**src/rtl/serial_addsub.sv**
```systemverilog
// serial_addsub: multi-cycle adder/subtractor processing BITS_PER_CYCLE bits
// per clock through a chained full-adder slice with a registered inter-slice carry.
// Ports:
//   clk, rst_n          clock, asynchronous active-low reset
//   start               request, accepted only when busy=0
//   mode                0 = a+b+cin, 1 = a-b-cin (sampled with start)
//   a, b                WIDTH-bit operands (sampled with start)
//   cin                 carry-in (add) / borrow-in (subtract)
//   busy                high while computing
//   done                one-cycle pulse, result/cout/ovf valid
//   result              sum or difference
//   cout                carry-out (add) / borrow-out (subtract)
//   ovf                 two's-complement signed overflow
module serial_addsub #(
  parameter int unsigned WIDTH          = 8,
  parameter int unsigned BITS_PER_CYCLE = 1
) (
  input  logic             clk,
  input  logic             rst_n,
  input  logic             start,
  input  logic             mode,
  input  logic [WIDTH-1:0] a,
  input  logic [WIDTH-1:0] b,
  input  logic             cin,
  output logic             busy,
  output logic             done,
  output logic [WIDTH-1:0] result,
  output logic             cout,
  output logic             ovf
);

  localparam int unsigned BPC   = (BITS_PER_CYCLE == 0) ? 1 : BITS_PER_CYCLE;
  localparam int unsigned N     = WIDTH / BPC;
  localparam int unsigned CNT_W = (N > 1) ? $clog2(N) : 1;
  localparam logic [CNT_W-1:0] LAST_SLICE = CNT_W'(N - 1);
  localparam logic [WIDTH-1:0] SLICE_MASK = {WIDTH{1'b1}} >> (WIDTH - BPC);

  // Elaboration-time parameter legality
  generate
    if (WIDTH < 2 || BITS_PER_CYCLE == 0 || BITS_PER_CYCLE > WIDTH ||
        (WIDTH % BITS_PER_CYCLE) != 0) begin : g_param_check
      $error("serial_addsub: WIDTH must be >= 2 and divisible by BITS_PER_CYCLE");
    end
  endgenerate

  typedef enum logic [1:0] {
    S_IDLE = 2'd0,
    S_RUN  = 2'd1,
    S_DONE = 2'd2
  } state_t;

  state_t           state_q;
  state_t           state_d;
  logic             accept_c;
  logic [WIDTH-1:0] a_q;
  logic [WIDTH-1:0] b_q;
  logic             carry_q;
  logic             mode_q;
  logic [CNT_W-1:0] slice_q;

  logic [31:0]      lsb_c;
  logic [BPC-1:0]   a_sl_c;
  logic [BPC-1:0]   b_sl_c;
  logic [BPC-1:0]   sum_sl_c;
  logic [BPC:0]     chain_c;

  // State register
  always_ff @(posedge clk or negedge rst_n) begin
    if (!rst_n) state_q <= S_IDLE;
    else        state_q <= state_d;
  end

  // Next-state logic; start is honoured only when not busy (IDLE or DONE)
  always_comb begin
    state_d  = state_q;
    accept_c = 1'b0;
    case (state_q)
      S_IDLE: begin
        if (start) begin
          state_d  = S_RUN;
          accept_c = 1'b1;
        end
      end
      S_RUN: begin
        if (slice_q == LAST_SLICE) state_d = S_DONE;
      end
      S_DONE: begin
        if (start) begin
          state_d  = S_RUN;
          accept_c = 1'b1;
        end else begin
          state_d = S_IDLE;
        end
      end
      default: state_d = S_IDLE;
    endcase
  end

  // Current slice: BPC chained full adders fed by the registered carry
  always_comb begin
    lsb_c    = 32'(slice_q) * BPC;
    a_sl_c   = BPC'(a_q >> lsb_c);
    b_sl_c   = BPC'(b_q >> lsb_c);
    sum_sl_c = '0;
    chain_c  = '0;
    chain_c[0] = carry_q;
    for (int i = 0; i < int'(BPC); i++) begin
      sum_sl_c[i]   = a_sl_c[i] ^ b_sl_c[i] ^ chain_c[i];
      chain_c[i+1]  = (a_sl_c[i] & b_sl_c[i]) | (chain_c[i] & (a_sl_c[i] ^ b_sl_c[i]));
    end
  end

  // Status outputs registered from the next state
  always_ff @(posedge clk or negedge rst_n) begin
    if (!rst_n) begin
      busy <= 1'b0;
      done <= 1'b0;
    end else begin
      busy <= (state_d == S_RUN);
      done <= (state_d == S_DONE);
    end
  end

  // Operand capture and per-slice datapath; subtract is a + ~b + ~borrow
  always_ff @(posedge clk or negedge rst_n) begin
    if (!rst_n) begin
      a_q     <= '0;
      b_q     <= '0;
      carry_q <= 1'b0;
      mode_q  <= 1'b0;
      slice_q <= '0;
      result  <= '0;
      cout    <= 1'b0;
      ovf     <= 1'b0;
    end else if (accept_c) begin
      a_q     <= a;
      b_q     <= mode ? ~b : b;
      carry_q <= mode ? ~cin : cin;
      mode_q  <= mode;
      slice_q <= '0;
    end else if (state_q == S_RUN) begin
      result  <= (result & ~(SLICE_MASK << lsb_c)) | (WIDTH'(sum_sl_c) << lsb_c);
      carry_q <= chain_c[BPC];
      slice_q <= slice_q + CNT_W'(1);
      // Last slice: chain_c[BPC-1] is the carry into the operand MSB
      if (slice_q == LAST_SLICE) begin
        cout <= mode_q ? ~chain_c[BPC] : chain_c[BPC];
        ovf  <= chain_c[BPC-1] ^ chain_c[BPC];
      end
    end
  end

endmodule

```
**config.mk**
```make
export PLATFORM = sky130hd
export DESIGN_NAME = serial_addsub
export DESIGN_NICKNAME = d
export VERILOG_FILES = /design/src/rtl/serial_addsub.sv
export SDC_FILE = /design/constraint.sdc
export NUM_CORES = 1
export LEC_CHECK = 0
export CAP_MARGIN = 10
export CORE_ASPECT_RATIO = 1.5
export CORE_MARGIN = 2
export CORE_UTILIZATION = 35
export CTS_CLUSTER_SIZE = 40
export DETAILED_ROUTE_END_ITERATION = 10
export GPL_TIMING_DRIVEN = 0
export PLACE_DENSITY = 0.57
export SLEW_MARGIN = 30
export SYNTH_ARGS = -nofsm -noshare
export SYNTH_HDL_FRONTEND = slang
export SYNTH_SLANG_ARGS = --single-unit
```
**constraint.sdc**
```tcl
create_clock -name clk -period 4 [get_ports clk]
set_input_delay 0.8 -clock clk [delete_from_list [all_inputs] [get_ports clk]]
set_output_delay 0.8 -clock clk [all_outputs]
set_load 0.01 [all_outputs]
```
---- Word-level counts from Yosys, hierarchy flattened ----
Cells that the tools add are included.
W data, S select, Z words.
word-level totals
  register bits ........................... 35
  input port bits ......................... 21
  output and inout port bits .............. 12
  logic and storage cells ................. 52
cells by class
  add/subtract/negate cells ............... 1
  equality and inequality tests ........... 5
  shift-type cells ........................ 4
  mux-type cells .......................... 13
  bitwise operators ....................... 13
  reduce and logical (&&, ||, !) cells .... 5
operators by type and width
  cell                   count
  $not A8 Y8             2
  $shr A8 B3 Y1          2
  $and A8 B8 Y8          1
  $mux W8                1
  $or A8 B8 Y8           1
  $shl A1 B3 Y8          1
  $shl A1 B3 Y8 const A  1
  $mux W1                7
  $mux W3                2
  $pmux W2 S3            1
  $eq A2 B1 Y1 const B   2
  $eq A2 B2 Y1 const B   2
  $mux W2                2
  $add A3 B1 Y3 const B  1
  $eq A3 B3 Y1 const B   1
  $not A1 Y1             3
  $reduce_and A3 Y1      1
  $xor A1 B1 Y1          3
  $and A1 B1 Y1          2
  $logic_not A2 Y1       1
  $reduce_and A2 Y1      1
  $reduce_bool A2 Y1     1
  $reduce_or A2 Y1       1
  $or A1 B1 Y1           1

---- Longest topological paths before layout ----
Gate-level depths: netlist of the first run.
  depth after elaboration ................. 6
  gate-level depth with buffers ........... 7
  mapped depth without buffers ............ 6

---- Least setup slack after synthesis of the first run ----
OpenSTA, ideal clock, no wires.
  path kind ............................... register to register
  start ................................... register slice_q[0]
  end ..................................... register result[1]
  library setup time ...................... 0.066 ns
  data arrival time ....................... 2.049 ns
  required time ........................... 3.934 ns
  slack ................................... 1.885 ns
  cell stages (with the launch flop) ...... 7
  buffers on the path ..................... 1
  period minus slack after synthesis ...... 2.115 ns
  path through ............................ dfrtp_1 -> buf_6 -> mux4_1 -> mux2i_1 -> fa_1 -> nor3_1 -> a22o_1
on the way
  cells in the longest elaborated chain, start to end .. 5
  elaborated cells between the ends (all ways) .. 9
  those cells by class .................... 4 x shift; 5 x bitwise
ends and longest elaborated chain
  item                                     RTL line  text
  from (decl)                              59        logic [CNT_W-1:0] slice_q;
  from (signal assigned)                   144       slice_q <= slice_q + CNT_W'(1);
  $shr A8 B3 Y1, on equally long branches  102, 103
  $xor A1 B1 Y1 (2 in series)              108       sum_sl_c[i] = a_sl_c[i] ^ b_sl_c[i] ^ chain_c[i];
  $shl A1 B3 Y8                            142       result <= (result & ~(SLICE_MASK << lsb_c)) | (WIDTH'(sum_sl_c) << lsb_c);
  $or A8 B8 Y8 (*)                         142
  to (signal assigned)                     142
  to (decl)                                27        output logic [WIDTH-1:0] result,
Mark *: on every way between the ends. The rest lies on a longest branch, timed or not.
A chain may end at the register's enable or synchronous reset.

---- Worst setup path in the final report of the first run ----
Same ends and word-level chain as after synthesis.

==> results by group, run 1 <==
Synthesis
  – Yosys cell types: 27
  – Largest area contributor in the synthesized netlist: dfrtp_1
  – Post-synth EDFFs: 0
  – Yosys warnings: 0
  – Post-synth ARST share: 100%
  – Cell Area, Synth: around 1700 µm²
  – Post-synth top cells: 35 x dfrtp_1, 19 x nand2_1, 15 x o21ai_0
  – Post-synth top area share: a little over half
  – Main area contributors after synthesis: dfrtp_1 52%, mux4_1 6.3%, mux2_2 6.0%
  – Syn Nets: 166
  – Count leader, synth: dfrtp_1
  – Top_reg_cell synth: dfrtp_1
  – Number of synthesized register bits: 35
  – Avg Cell Area, Syn: 12.1 µm²
  – Sequential share of the synthesized area: 52.3%
  – Mapped Cells: 138

Floorplanning
  – Ports: 33
  – Die width: just over 60 µm
  – Die Ht: 88.7 µm
  – DIE AREA: ~5400 µm²
  – Initial Util: 36.6%
  – Core region area: around 4600 µm²
  – Rows: 30

Setup path
  – CP Buf/Inv Count: 1
  – CP arrival: roughly 2.6 ns
  – Crit-path slowest cell: mux4_1
  – WS Path Type: reg -> reg
  – CP max FO: 9
  – CP max stage delay: around 0.55 ns
  – Type of origin of the critical path: flop
  – Cell family with most CP delay: multiplexers
  – CP cell instances: buf_6 -> mux4_1 -> mux2i_1 -> fa_1 -> nor3_1 -> a22o_1
  – Crit. End Element: flop
  – CP required: roughly 4.2 ns

Final layout
  – Final core occ: about 47%
  – Inserted Diodes: 0
  – Non-filler cells in the finished layout: 242
  – Area Overhead vs Synth: 29.1%
  – Area occupied by registers: approximately 880 µm²
  – Multi-input logic area: 734 µm²
  – Layout cells sized above 1: around 13%
  – Fill cell count: 457
  – Total Nets Final: ~200

Power and ir drop
  – Tot Pwr: approximately 1700 µW
  – Leak: between 0.0009 and 0.001 µW
  – VDD IR max: 0.266 mV
  – PwrDens: roughly 780 nW/µm²

Route
  – Initial DRC Count: 23
  – DR DRC count: 0
  – DR pass1 iterations: 4
  – Via count: around 1100
  – DRT antenna net count: 0
  – WL/cell: 13.1 µm
  – Final WL: around 3.2 mm
  – Vias per cell: 4.73

GRT
  – Initial antenna violation count: 0
  – Pin count of the biggest net entering global routing: 29
  – Vias in the first global route: roughly 1200
  – Global route total overflow: 0
  – First-pass GRT wire length: 5.40 mm
  – Tot GR Track Use: a little over an eighth

Clock tree
  – Clock Latency Late Sink: 0.29 ns
  – CTS sink cnt: 35
  – Clk buf depth: 2
  – Total setup buffers inserted after CTS: 0
  – CTS root buf: clkbuf_8
  – Post-cts sizing count: 0
  – # H-tree levels: 2
  – Clock transition at the registers of the reported paths: roughly 0.07 ns
  – CTS tree: yes
  – Number of buffers created by CTS: 5
  – Cts hold-fix bufs: 0

Status
  – Status: finished, final reports clean

STA
  – Fin. max-slew vios: 0
  – Min cycle time layout: between 2 and 2.5 ns
  – Final Skew: ~0.006 ns
  – Final setup fails: 0
  – Unrepaired setup endpoints after global routing: false
  – Fin. Hold Viols: 0
  – Tcrit/Tclk final: 58.1%
  – Max Clk Rate: about 430 MHz
  – Max-Slew Margin vs Limit: a little over two thirds
  – Worst-Margin Slew: 0.440 ns
  – Setup tns final: 0 ns
  – Final WS setup: between 1.5 and 2 ns

Placement
  – IO Port Bufs: 31
  – Placed cells: 234
  – Hpwl dp: between 2 and 2.5 mm
  – Worst slack, placed: roughly 1.7 ns
  – Gpl congestion: 0.807

Worst hold path
  – Hold WC Path Type: in -> async

Run
  – Max cap viols: 0
cell type report:
class / count / area share (%)
multi-input combinational: 90 / 34.0
clock inverter: 1 / 0.231
clock buffer: 7 / 3.53
timing repair buffer: 32 / 15.0
buffer: 7 / 1.97
inverter: 6 / 1.04
tap: 64 / 3.70
sequential: 35 / 40.5
kinds of logic after synthesis:
group | Yosys count | synth area share (%)
AO/OA/AOI/OAI | 24 | 9.41
buffers and inverters | 13 | 3.88
AND/OR/NAND/NOR | 33 | 9.48
flip-flops | 35 | 52.3
XOR/XNOR | 11 | 5.75
adder cells (fa/ha/maj) | 7 | 5.68
multiplexers | 15 | 13.5
worst paths after layout:
kind	startpoint	endpoint	slack, ns	cells past startpoint
setup / recovery	slice_q[0]	result[1]	1.67	6
hold / removal	rst_n	carry_q	0.35	1
setup reg to reg	slice_q[0]	result[1]	1.67	6
hold reg to reg	b_q[5]	b_q[5]	0.47	2
max in group asynchronous	rst_n	b_q[1]	3.24	2
min in group clk	b_q[5]	b_q[5]	0.47	2
sequential cells by signal, indices dropped and copies added (netlist names):
signal   cells
a_q          8
b_q          8
result       8
slice_q      3
state_q      2
busy         1
carry_q      1
cout         1
done         1
mode_q       1
ovf          1
stage by stage:
stage | hold slack, ns | cell area, µm²
2_1_floorplan | 0.442 | 1680
3_3_place_gp | 0.459 | 2070
3_5_place_dp | 0.465 | 2080
4_1_cts | 0.355 | 2160
5_1_grt | 0.351 | 2160
6_report | 0.352 | 2160
cells in the final DEF (no fill, tap or decap), types with 3 or more instances in the layout:
cell | Yosys | final
dfrtp_1 | 35 | 35
clkdlybuf4s50_1 | 0 | 30
nand2_1 | 19 | 19
o21ai_0 | 15 | 15
xnor2_1 | 9 | 9
mux2_2 | 9 | 9
inv_1 | 6 | 6
ha_1 | 6 | 6
clkbuf_8 | 0 | 5
buf_2 | 3 | 4
mux4_1 | 4 | 4
a32o_1 | 4 | 4
a22o_1 | 4 | 4
clkbuf_1 | 1 | 3
nand3_1 | 3 | 3
worst register-to-register path: cells and delay by family (launching register included):
family	cells	cell delay, ns
adder cells (fa/ha/maj)	1	0.51
AO/OA/AOI/OAI	1	0.18
flip-flops	1	0.39
multiplexers	2	0.81
AND/OR/NAND/NOR	1	0.23
buffers and inverters	1	0.16
where the power goes:
group          internal, µW  switching [µW]  leakage [µW]
Sequential              523            94.4      0.000427
Combinational           424             387      0.000491
Clock                   122             125     0.0000422
routing by layer:
layer / up-vias / wire length (µm) / global-route usage, %
met5: - / 0 / 0
met4: 0 / 65 / 6.32
met3: 5 / 149 / 3.51
met2: 29 / 1740 / 24.9
met1: 552 / 1230 / 14.4
li1: 558 / - / -
Power figures use the tool's default switching activity.
==> inputs of run 2 (changes only) <==
PLACE_DENSITY = 0.59   (was 0.57)
clock period = 2.1 ns   (was 4 ns; I/O delays follow)
==> results by group, run 2 (same netlist as run 1, synthesis figures left out) <==
Route
  – DR DRC count: 0
  – DRT antenna net count: 0
  – Via count: ~1200
  – DR pass1 iterations: 4
  – Final WL: ~3.2 mm
  – WL/cell: around 13 µm
  – Initial DRC Count: 21
  – Vias per cell: ~4.8

Placement
  – IO Port Bufs: 31
  – Gpl congestion: between 0.7 and 0.8
  – Placed cells: around 230
  – Hpwl dp: around 2.4 mm
  – Placed inst area: roughly 2100 µm²

Clock tree
  – CTS root buf: clkbuf_8
  – Clock Latency Late Sink: approximately 0.29 ns
  – # H-tree levels: 2
  – CTS tree: yes
  – Clk buf depth: 2
  – CTS sink cnt: 35
  – Number of buffers created by CTS: 5
  – Clock transition at the registers of the reported paths: about 0.07 ns

Power and ir drop
  – Clock power share: 14.1%
  – Combinational power share: between 50% and 60%
  – Seq pwr share: ~34%
  – Int Power: approximately 2200 µW
  – VDD IR max: 0.675 mV
  – Sw Share: 36.5%
  – PwrDens: between 1500 and 2000 nW/µm²
  – Sw Pwr: between 1000 and 1500 µW
  – Leak: just under 0.001 µW

Final layout
  – Non-filler cells in the finished layout: roughly 250
  – Commonest non-fill, non-tap cell in the layout: dfrtp_1
  – Fill cell count: about 460
  – Layout cells sized above 1: between 20% and 30%
  – Area Overhead vs Synth: 33.1%
  – Most frequent cells in the layout: 35 x dfrtp_1, 30 x clkdlybuf4s50_1, 19 x nand2_1
  – Largest registers: a_q: 8 flops, b_q: 8 flops, result: 8 flops
  – Inserted Diodes: 0
  – Final Instance Area: 2230 µm²
  – Total Nets Final: 210

GRT
  – First-pass GRT wire length: 5.62 mm
  – Layer with the highest usage: met2
  – Vias in the first global route: 1201
  – GR met1 Demand/Resource: 16.0%
  – Initial antenna violation count: 0
  – Met2 Use GR: 24.7%
  – Global route total overflow: 0
  – Tot GR Track Use: about 14%
  – Met3 Usage GRT: under 10%
  – Pin count of the biggest net entering global routing: 29

STA
  – Hold WS: ~0.48 ns
  – Fin. max-slew vios: 0
  – Tcrit/Tclk final: 102%
  – Final Skew: 0.00695 ns
  – Worst-Margin Slew: ~0.44 ns
  – Unrepaired setup endpoints after global routing: true
  – Min cycle time layout: ~2.1 ns
  – Max-Slew Margin vs Limit: between 70 and 80%
  – Fin. Hold Viols: 0
  – Max Clk Rate: approximately 470 MHz
  – Final setup fails: 8
  – Final WS setup: -0.0356 ns

Setup path
  – CP cell instances: buf_6 -> mux4_2 -> mux2i_2 -> fa_2 -> nor3_2 -> a22o_1
  – Crit-path slowest cell: mux4_2
  – CP required: ~2.3 ns
  – Crit. End Element: flop
  – CP max stage delay: around 0.52 ns
  – WS Path Type: reg -> reg
  – Type of origin of the critical path: flop
  – Cell family with most CP delay: multiplexers
  – CP Buf/Inv Count: 1
  – CP max FO: 6
  – CP arrival: around 2.4 ns

Run
  – Max cap viols: 0

Floorplanning
  – Rows: 30
  – Die Ht: about 90 µm
  – Die width: slightly above 60 µm
  – Initial Util: 36.6%
  – DIE AREA: about 5400 µm²
  – Ports: 33
  – Core region area: 4580 µm²

Status
  – Status: complete, but fails checks
  – Violated checks: setup timing

Worst hold path
  – Hold WC Path Type: reg -> reg
run 2: timing repair:
| item | in CTS | in global routing |
|---|---|---|
| endpoints found under the hold margin | 7 | 0 |
| resized for setup | 12 | 1 |
| pin swaps | 9 | 7 |
| hold buffers | 1 | 0 |
| setup buffers | 2 | 2 |
| endpoints found under the setup margin | 9 | 8 |
run 2: power by group through the flow:
| stage | combinational (µW) | sequential [µW] | clock, µW |
|---|---|---|---|
| detailed placement | 1560 | 1200 | 0 |
| global route | 1970 | 1240 | 542 |
| floorplan | 1030 | 1200 | 0 |
| global placement | 1520 | 1180 | 0 |
| finish | 1800 | 1200 | 493 |
| CTS | 1790 | 1200 | 504 |
run 2: area by class of cell:
type / instances / area, µm² / area share (%)
flip-flops and latches: 35 / 876 / 39.3
multi-input cells: 90 / 753 / 33.8
repair buffers: 37 / 365 / 16.4
clock buffers: 6 / 82.6 / 3.70
well taps: 64 / 80.1 / 3.59
plain buffers: 7 / 45.0 / 2.02
inverters: 6 / 22.5 / 1.01
clock inverters: 1 / 5.00 / 0.224
run 2: worst min-delay path: stages, from the launching register on:
cell	delay (ns)
dfrtp_1	0.34
nand2_1	0.04
o21ai_0	0.06
run 2: worst paths after layout:
path                                 start         to  slack, ns  depth (start not counted)
worst max-delay path            slice_q[0]  result[1]      -0.04                          6
worst min-delay path                  cout       cout       0.48                          2
worst max register to register  slice_q[0]  result[1]      -0.04                          6
worst min register to register        cout       cout       0.48                          2
max in group asynchronous            rst_n     a_q[0]       1.18                          3
min in group asynchronous            rst_n    carry_q       0.51                          2
run 2: metrics by stage:
| step | setup slack, ns | power (µW) | TNS (ns) | utilization, % |
|---|---|---|---|---|
| floorplan | -0.0149 | 2230 | -0.0297 | - |
| global placement | -0.213 | 2700 | -4.54 | 45.1 |
| detailed placement | -0.244 | 2770 | -1.60 | 45.4 |
| CTS | -0.0985 | 3500 | -0.498 | 48.3 |
| global route | -0.149 | 3760 | -1.04 | 48.7 |
| finish | -0.0356 | 3480 | -0.200 | 48.7 |
run 2: layer usage:
layer,share of wire (%),vias up
met3,4.6,6
met2,53,31
met5,0,-
li1,-,560
met4,2.1,0
met1,40,577
==> inputs of run 3 (changes only) <==
DONT_BUFFER_PORTS = 1   (was unset)
PLACE_DENSITY = 0.5   (was 0.59)
==> results by group, run 3 (same netlist as run 1, synthesis figures left out) <==
Run
  – Max cap viols: 0

Final layout
  – Layout cells sized above 1: 26.5%
  – Final Instance Area: approximately 1900 µm²
  – Area Overhead vs Synth: 14.9%
  – Largest registers: a_q: 8 flops, b_q: 8 flops, result: 8 flops
  – Total Nets Final: roughly 180
  – Inserted Diodes: 0
  – Final core occ: a little over two fifths
  – Commonest non-fill, non-tap cell in the layout: dfrtp_1
  – Most frequent cells in the layout: 34 x dfrtp_1, 19 x nand2_1, 15 x o21ai_0
  – Fill cell count: 460

GRT
  – Pin count of the biggest net entering global routing: 36
  – Global route total overflow: 0
  – First-pass GRT wire length: between 5 and 6 mm
  – Tot GR Track Use: between 10% and 20%
  – Initial antenna violation count: 0
  – Vias in the first global route: between 1000 and 1500

Floorplanning
  – Rows: 30
  – Core region area: between 4000 and 5000 µm²
  – DIE AREA: between 5000 and 6000 µm²
  – Die Ht: 88.7 µm
  – Ports: 33
  – Die width: around 60 µm
  – Initial Util: between 30 and 40%

Clock tree
  – CTS sink cnt: 35
  – CTS tree: yes
  – Clk buf depth: 2
  – # H-tree levels: 2
  – Clock transition at the registers of the reported paths: around 0.07 ns
  – CTS root buf: clkbuf_8
  – Clock Latency Late Sink: between 0.2 and 0.3 ns
  – Number of buffers created by CTS: 5

Setup path
  – WS Path Type: reg -> reg
  – Reg2reg path depth: 6
  – Crit path from: slice_q[0]
  – Type of origin of the critical path: flop
  – CP arrival: 2.33 ns
  – FF-to-FF Start: slice_q[0]
  – CP required: between 2 and 2.5 ns
  – CP max FO: 5
  – Crit. End Element: flop
  – Crit-path slowest cell: mux4_2
  – CP cell instances: buf_6 -> mux4_2 -> mux2i_2 -> fa_2 -> nor3_2 -> a22o_1
  – CP max stage delay: roughly 0.52 ns

Status
  – Status: complete, but fails checks
  – Violated checks: setup timing

Route
  – Vias per cell: roughly 4.9
  – Via count: roughly 1100
  – DR DRC count: 0
  – WL/cell: approximately 14 µm
  – Final WL: 3.10 mm
  – DR pass1 iterations: 4
  – Initial DRC Count: 38
  – DRT antenna net count: 0

Power and ir drop
  – Sw Share: 37.7%
  – PwrDens: 1690 nW/µm²
  – Seq pwr share: around two fifths
  – Sw Pwr: 1220 µW
  – VDD IR max: 0.543 mV
  – Clock power share: approximately 15%
  – Combinational power share: around 47%
  – Leak: 0.000848 µW
  – Int Power: 2020 µW
  – Tot Pwr: around 3200 µW

STA
  – Max Clk Rate: 476 MHz
  – Worst-Margin Slew: 0.431 ns
  – Fin. max-slew vios: 0
  – Final Skew: approximately 0.0090 ns
  – Final setup fails: 1
  – Max-Slew Margin vs Limit: between 70% and 80%
  – Final WS setup: -0.00112 ns
  – Tcrit/Tclk final: 100%
  – Unrepaired setup endpoints after global routing: true
  – Min cycle time layout: ~2.1 ns
  – Setup tns final: -0.00112 ns
  – Fin. Hold Viols: 0

Placement
  – Gpl congestion: about 0.77
  – IO Port Bufs: 0
  – Hpwl dp: 2.28 mm
  – Placed inst area: approximately 1800 µm²
  – Worst slack, placed: -0.247 ns

Worst hold path
  – HP Start: a[6]
  – Worst hold stages: 1
  – Hold WC Path Type: in -> reg
-- run 3: changes by cell type in the layout (fill, tap and decap cells not counted), sizes merged --
| cell | before | now |
|---|---|---|
| clkdlybuf4s50 | 30 | 0 |
| buf | 11 | 10 |
-- run 3: worst paths after layout --
kind	endpoint	slack, ns
max reg2reg	result[1]	-0.001
min	a_q[6]	0.28
min in group asynchronous	done	0.58
max in group asynchronous	slice_q[1]	1.32
max	result[1]	-0.001
min reg2reg	b_q[7]	0.49
-- run 3: critical path: cells and delay by family (launching register included) --
| kind | cells | cell delay (ns) |
|---|---|---|
| AOI/OAI and AO/OA | 1 | 0.16 |
| buffers and inverters | 1 | 0.14 |
| and+or+nand+nor | 1 | 0.15 |
| DFF | 1 | 0.36 |
| adders and majority gates | 1 | 0.52 |
| muxes | 2 | 0.71 |
-- run 3: final cells by class --
cell class	count	area (µm²)	area share [%]
inverters	6	22.5	1.17
multi-input cells	90	753	39.1
clock inverters	1	5.00	0.260
clock buffers	6	82.6	4.29
flip-flops and latches	35	877	45.5
repair buffers	6	60.1	3.12
plain buffers	7	45.0	2.34
well taps	64	80.1	4.16
-- run 3: what timing repair did --
item | in CTS | in global routing
pin swaps | 5 | 4
resized for setup | 12 | 2
cloned | 0 | 0
endpoints found under the hold margin | 35 | 0
setup buffers | 4 | 0
hold buffers | 2 | 0
setup endpoints to repair | 8 | 8
-- run 3: power by group through the flow --
stage | clock [µW] | sequential [µW] | combinational (µW)
global placement | 0 | 1250 | 1240
floorplan | 0 | 1200 | 1030
global route | 533 | 1310 | 1690
CTS | 496 | 1260 | 1540
detailed placement | 0 | 1270 | 1270
finish | 483 | 1260 | 1510
-- run 3: per-layer routing --
layer / global-route usage, % / share of wire (%) / wire, µm
met1: 14.6 / 40 / 1230
met2: 23.3 / 54 / 1680
met3: 4.09 / 4.3 / 134
met4: 5.34 / 1.9 / 58
met5: 0 / 0 / 0
-- run 3: metrics by stage --
stage,hold WS [ns],instances
detailed placement,0.125,202
global route,0.278,215
finish,0.282,215
global placement,0.125,202
CTS,0.277,215
floorplan,0.124,138
